<file path="config.mk">
export PLATFORM = sky130hd
export DESIGN_NAME = bist_sequencer
export DESIGN_NICKNAME = d
export VERILOG_FILES = /design/src/rtl/bist_pkg.sv /design/src/rtl/sat_counter.sv /design/src/rtl/bist_sequencer.sv
export SDC_FILE = /design/constraint.sdc
export NUM_CORES = 1
export LEC_CHECK = 0
export BUFFER_PORTS_ARGS = -buffer_cell sky130_fd_sc_hd__buf_2
export CAP_MARGIN = 15
export CORE_UTILIZATION = 30
export DETAILED_ROUTE_END_ITERATION = 7
export HOLD_SLACK_MARGIN = 0.12
export PLACE_DENSITY_LB_ADDON = 0.3
export SLEW_MARGIN = 20
export SYNTH_ARGS = -nofsm -noshare
export SYNTH_HDL_FRONTEND = slang
export SYNTH_SLANG_ARGS = --single-unit
</file>
<file path="constraint.sdc">
create_clock -name clk -period 6.6 [get_ports clk]
set_input_delay 0.66 -clock clk [delete_from_list [all_inputs] [get_ports clk]]
set_output_delay 0.66 -clock clk [all_outputs]
set_load 0.02 [all_outputs]
</file>
<file path="src/rtl/bist_pkg.sv">
`default_nettype none
// ============================================================================
// Module   : bist_pkg
// Brief    : Shared state encoding and default widths for the LBIST sequencer.
// Revision : 1.0
// ============================================================================
package bist_pkg;

    typedef enum logic [2:0] {
        ST_IDLE  = 3'd0,
        ST_SETUP = 3'd1,
        ST_RUN   = 3'd2,
        ST_DRAIN = 3'd3,
        ST_DONE  = 3'd4
    } bist_state_e;

    localparam int c_ERR_BITS = 8;
    localparam int c_PAT_BITS = 16;

endpackage
`default_nettype wire

</file>
<file path="src/rtl/sat_counter.sv">
`default_nettype none
// ============================================================================
// Module   : sat_counter
// Brief    : Up-counter that sticks at all-ones; clear has priority over inc.
// Revision : 1.0
// ============================================================================
module sat_counter #(
    parameter int WIDTH = 8
) (
    input  logic             clk,
    input  logic             rst,
    input  logic             i_clear,
    input  logic             i_inc,
    output logic [WIDTH-1:0] o_count
);

    logic [WIDTH-1:0] r_count;

    always_ff @(posedge clk) begin
        if (rst || i_clear) begin
            r_count <= '0;
        end else if (i_inc && (r_count != '1)) begin
            r_count <= r_count + WIDTH'(1);
        end
    end

    assign o_count = r_count;

endmodule
`default_nettype wire

</file>
<file path="src/rtl/bist_sequencer.sv">
`default_nettype none
// ============================================================================
// Module   : bist_sequencer
// Brief    : Clocked LBIST session sequencer: setup, run, ORA drain, verdict.
// Revision : 1.0
// ============================================================================
module bist_sequencer
    import bist_pkg::*;
#(
    parameter int ERR_BITS     = c_ERR_BITS,
    parameter int PAT_BITS     = c_PAT_BITS,
    parameter int SETUP_CYCLES = 10,
    parameter int DRAIN_CYCLES = 2,
    parameter int ERR_LIMIT    = 0
) (
    input  logic                clk,
    input  logic                rst,
    input  logic                start,
    input  logic                abort,
    input  logic                tpg_end,
    input  logic                ora_res,
    output logic                tpg_reset,
    output logic                tpg_en,
    output logic                cut_reset,
    output logic                fail_inc,
    output logic                busy,
    output logic                done,
    output logic                pass,
    output logic [ERR_BITS-1:0] err_count,
    output logic [PAT_BITS-1:0] pat_count
);

    localparam int c_TMR_MAX = (SETUP_CYCLES > DRAIN_CYCLES) ? SETUP_CYCLES : DRAIN_CYCLES;
    localparam int c_TMR_W   = $clog2(c_TMR_MAX + 1);
    localparam logic [c_TMR_W-1:0] c_SETUP_LAST = c_TMR_W'(SETUP_CYCLES - 1);
    localparam logic [c_TMR_W-1:0] c_DRAIN_LAST = c_TMR_W'((DRAIN_CYCLES == 0) ? 0 : DRAIN_CYCLES - 1);
    localparam logic [31:0] c_ERR_LIMIT = ERR_LIMIT;
    localparam bist_state_e c_AFTER_RUN = (DRAIN_CYCLES == 0) ? ST_DONE : ST_DRAIN;

    bist_state_e        r_state;
    bist_state_e        w_state_nxt;
    logic [c_TMR_W-1:0] r_timer;
    logic               w_clear;
    logic               w_end_acc;
    logic               w_err_inc;
    logic               w_pat_inc;
    logic               w_limit_hit;

    // Abort freezes both counters so the partial session can be inspected.
    assign w_err_inc   = ora_res && !abort && ((r_state == ST_RUN) || (r_state == ST_DRAIN));
    assign w_pat_inc   = !abort && (r_state == ST_RUN);
    assign w_limit_hit = (c_ERR_LIMIT != 32'd0) && (32'(err_count) >= c_ERR_LIMIT);

    always_comb begin
        w_state_nxt = r_state;
        w_clear     = 1'b0;
        w_end_acc   = 1'b0;
        if (abort) begin
            w_state_nxt = ST_IDLE;
        end else begin
            case (r_state)
                ST_IDLE, ST_DONE: begin
                    if (start) begin
                        w_state_nxt = ST_SETUP;
                        w_clear     = 1'b1;
                    end
                end
                ST_SETUP: begin
                    if (r_timer == c_SETUP_LAST) w_state_nxt = ST_RUN;
                end
                ST_RUN: begin
                    if (tpg_end) begin
                        w_end_acc   = 1'b1;
                        w_state_nxt = c_AFTER_RUN;
                    end else if (w_limit_hit) begin
                        w_state_nxt = c_AFTER_RUN;
                    end
                end
                ST_DRAIN: begin
                    if (r_timer == c_DRAIN_LAST) w_state_nxt = ST_DONE;
                end
                default: w_state_nxt = ST_IDLE;
            endcase
        end
    end

    always_ff @(posedge clk) begin
        if (rst) begin
            r_state   <= ST_IDLE;
            r_timer   <= '0;
            tpg_reset <= 1'b1;
            cut_reset <= 1'b1;
            tpg_en    <= 1'b0;
            fail_inc  <= 1'b0;
            busy      <= 1'b0;
            done      <= 1'b0;
            pass      <= 1'b0;
        end else begin
            r_state   <= w_state_nxt;
            r_timer   <= (w_state_nxt != r_state) ? '0 : r_timer + c_TMR_W'(1);
            tpg_reset <= w_state_nxt inside {ST_IDLE, ST_SETUP, ST_DONE};
            cut_reset <= w_state_nxt inside {ST_IDLE, ST_SETUP, ST_DONE};
            tpg_en    <= (w_state_nxt == ST_RUN);
            fail_inc  <= w_err_inc || w_end_acc;
            busy      <= w_state_nxt inside {ST_SETUP, ST_RUN, ST_DRAIN};
            done      <= (w_state_nxt == ST_DONE);
            // Verdict uses the post-edge error count so a last-cycle error is seen.
            pass      <= (w_state_nxt == ST_DONE) && (err_count == '0) && !w_err_inc;
        end
    end

    sat_counter #(.WIDTH(ERR_BITS)) u_err_cnt (
        .clk     (clk),
        .rst     (rst),
        .i_clear (w_clear),
        .i_inc   (w_err_inc),
        .o_count (err_count)
    );

    sat_counter #(.WIDTH(PAT_BITS)) u_pat_cnt (
        .clk     (clk),
        .rst     (rst),
        .i_clear (w_clear),
        .i_inc   (w_pat_inc),
        .o_count (pat_count)
    );

endmodule
`default_nettype wire

</file>
==> impl_results.md <==
* Via count at 1714
* Cell area after synthesis at 1880 um2
* CP endpoint kind: flop
* Synth Register Bits at 37
* Cells after synthesis at around 220
* Hold buffers post-CTS at 0
* I/O pins at 37
* P_int at 315 uW
* Filler cells at around 630
* Slew margin rel. at ~56%
* Final non-filler cell total at 326
* CTS tree: built
* P_sw at 92.6 uW
* DP HPWL at 2990 um
* Area of the multi-input gates at 1040 um2
* HP Class: flop to flop
* Reg2reg setup slack at 4180 ps
* Final Max Slew Viols at 0
* Postcts setup bufs at 0
* Worst-case clock buffer depth at 2
* # DRC at 0
* Crit start category: input pin
* 1st-iter DRT viols at 102
* Reg-to-Reg Start: r_state[1]$_SDFF_PP0_
* Setup TNS at 0 ps
* Wirelength per Cell at around 13 um
* Most frequent cells in the layout: dfxtp_1, buf_2, a21oi_1
* Worst Tran Pin Value at approximately 650 ps
* CP endpoint: u_pat_cnt.o_count[11]$_SDFFE_PP0P_
* First-pass GRT wire length at 6970 um
* Final Wtd Congestion at 0.757
* CTS Buf Count at 5
* Clock sinks at 37
* Max Cap Viol at 0
* Core area at approximately 6000 um2
* N_diodes at 0
* Synth cell types at 41
* Drt first pass iters at 4
* Initial core utilization at 31.3%
* Endpoints failing setup at 0
* Final hold vios at 0
* Crit share post-route at 36.7%
* Final nets at 262
* Routed WL at 4130 um
* FF-to-FF End: u_pat_cnt.o_count[11]$_SDFFE_PP0P_
* Post-synth EDFFs at 0
* Path type of the worst setup path: input pin to flop
* Chip Width at about 81 um
* GRT overflow at 0
* Required @ worst endpoint at 6820 ps
* WP data arrival at 2640 ps
* Worst-path maximum fanout at 11
* Post-cts gate resize count at 0
* Ys async rst share at 0%
* Site Rows at 28
* RSZ-0062 raised after global routing: no
* Outcome: finished clean
* Clock transition at path regs at 70 ps
* Crit path time final at about 2400 ps
* Largest net degree at the start of global routing at 17
* Antenna violations before repair at 0
* Die Y at slightly above 80 um
* FMAX at 413 MHz
* Clk pwr share at between 30% and 40%
* Power share of the combinational group at 4.6%
* Post-route ant nets at 0
* Post-synth top flop: dfxtp_1
* GRT Util Overall at 13.7%
* Sequential fraction of the synthesis area at around 40%
* CP Launch Point: abort
* Syn_area_per_cell at 8.65 um2
* Pwr Total at between 400 and 500 uW
* DP Cell Count at 319
* Vias per cell at 5.26
* Seq pwr share at 55.7%
* Later-pin clock latency in the skew report at 290 ps
* Share of layout cells above drive strength 1 at 19.1%
* Pwr Density at around 190 nW/um2
* Worst r2r path cells at 4
* Root buffer cell: clkbuf_8
* Vias in the first global route at 1476
* Die area at between 6000 and 7000 um2
* Layout overhead on the synthesized area at 16.6%
* Ys Warns at 0
* Commonest non-fill, non-tap cell in the layout: dfxtp_1
* Peak VDD IR at 88.6 uV
* Clk_skew at 4.84 ps
* Reg area at around 740 um2
* Switch share at a little under a quarter
* Mapped Nets at ~230
* Port-buffer cells at 36
* CTS H-tree lvls at 2
* Leakage power at a little over 0.8 nW
sequential cells by signal, summed over array words and instances, names as in the netlist:
name               flops
r_timer                4
cut_reset              1
u_pat_cnt.o_count     16
done                   1
r_state                3
u_err_cnt.o_count      8
pass                   1
busy                   1
fail_inc               1
tpg_en                 1
cells by family (layout without fill, tap and decap cells):
group	Yosys count	after routing	synth area share, %
AND/OR/NAND/NOR	92	92	29.1
adder cells (fa/ha/maj)	5	5	3.33
multiplexers	3	3	1.60
flip-flops	37	37	39.5
AO/OA/AOI/OAI	52	52	17.5
XOR/XNOR	8	8	3.73
buffers and inverters	20	54	5.20
critical path, cell delays in order:
cell and delay (ps):
buf_2 150, or4b_4 610, or4_4 590, or4_1 480, a21oi_1 140
final cells by class:
class | instances | share of cell area (%)
clock buffer | 7 | 3.95
tap | 75 | 4.29
sequential | 37 | 33.8
timing repair buffer | 38 | 8.92
inverter | 9 | 1.54
multi-input combinational | 160 | 47.5
layer usage:
| layer | vias to the layer above | global-route usage (%) | wire length, um | part of all wire, % |
|---|---|---|---|---|
| met5 | - | 0 | 0 | 0 |
| met4 | 0 | 5.36 | 47 | 1.1 |
| met3 | 5 | 3.48 | 211 | 5.1 |
| met2 | 38 | 21.3 | 1880 | 45 |
| met1 | 787 | 18.0 | 1990 | 48 |
| li1 | 884 | - | - | - |
stage by stage:
step	setup WS, ps	area [um2]	hold WS (ps)	util (%)
final	4180	2190	500	36.5
after global routing	4050	2190	527	36.5
after CTS	4190	2190	501	36.5
after detailed placement	3890	2100	490	35.1
after global placement	3910	2100	484	35.1
after floorplan	4070	1880	462	-
power by group through the flow:
| stage | clock (mW) | sequential [mW] | combinational [mW] |
|---|---|---|---|
| after global routing | 0.176 | 0.227 | 0.0216 |
| after floorplan | 0 | 0.232 | 0.0140 |
| after detailed placement | 0 | 0.232 | 0.0189 |
| final | 0.162 | 0.227 | 0.0187 |
| after CTS | 0.167 | 0.227 | 0.0189 |
| after global placement | 0 | 0.232 | 0.0188 |
Yosys cell counts, drive strengths merged (6+ instances only):
cell	number	area [um2]
a21oi	18	90.1
clkbuf	7	26.3
or3	11	68.8
inv	9	33.8
nand2	11	41.3
o21ai	9	45.0
xor2	6	52.6
nor3	7	35.0
nor4	6	37.5
dfxtp	37	741
or4	10	82.6
o31ai	8	60.1
nor2	13	48.8
nand4	7	43.8
nand3	7	35.0
worst min-delay path by stage:
stage                                       from                                end  slack [ps]  cells after the start
3_5_place_dp   u_pat_cnt.o_count[9]$_SDFFE_PP0P_  u_pat_cnt.o_count[9]$_SDFFE_PP0P_         490                      2
2_1_floorplan              r_timer[0]$_SDFF_PP0_              r_timer[0]$_SDFF_PP0_         460                      1
4_1_cts        u_pat_cnt.o_count[9]$_SDFFE_PP0P_  u_pat_cnt.o_count[9]$_SDFFE_PP0P_         500                      2
6_report                   r_timer[0]$_SDFF_PP0_              r_timer[0]$_SDFF_PP0_         500                      1
3_3_place_gp   u_pat_cnt.o_count[9]$_SDFFE_PP0P_  u_pat_cnt.o_count[9]$_SDFFE_PP0P_         480                      2
5_1_grt        u_pat_cnt.o_count[9]$_SDFFE_PP0P_  u_pat_cnt.o_count[9]$_SDFFE_PP0P_         530                      2
(Power assumes the default switching activity.)
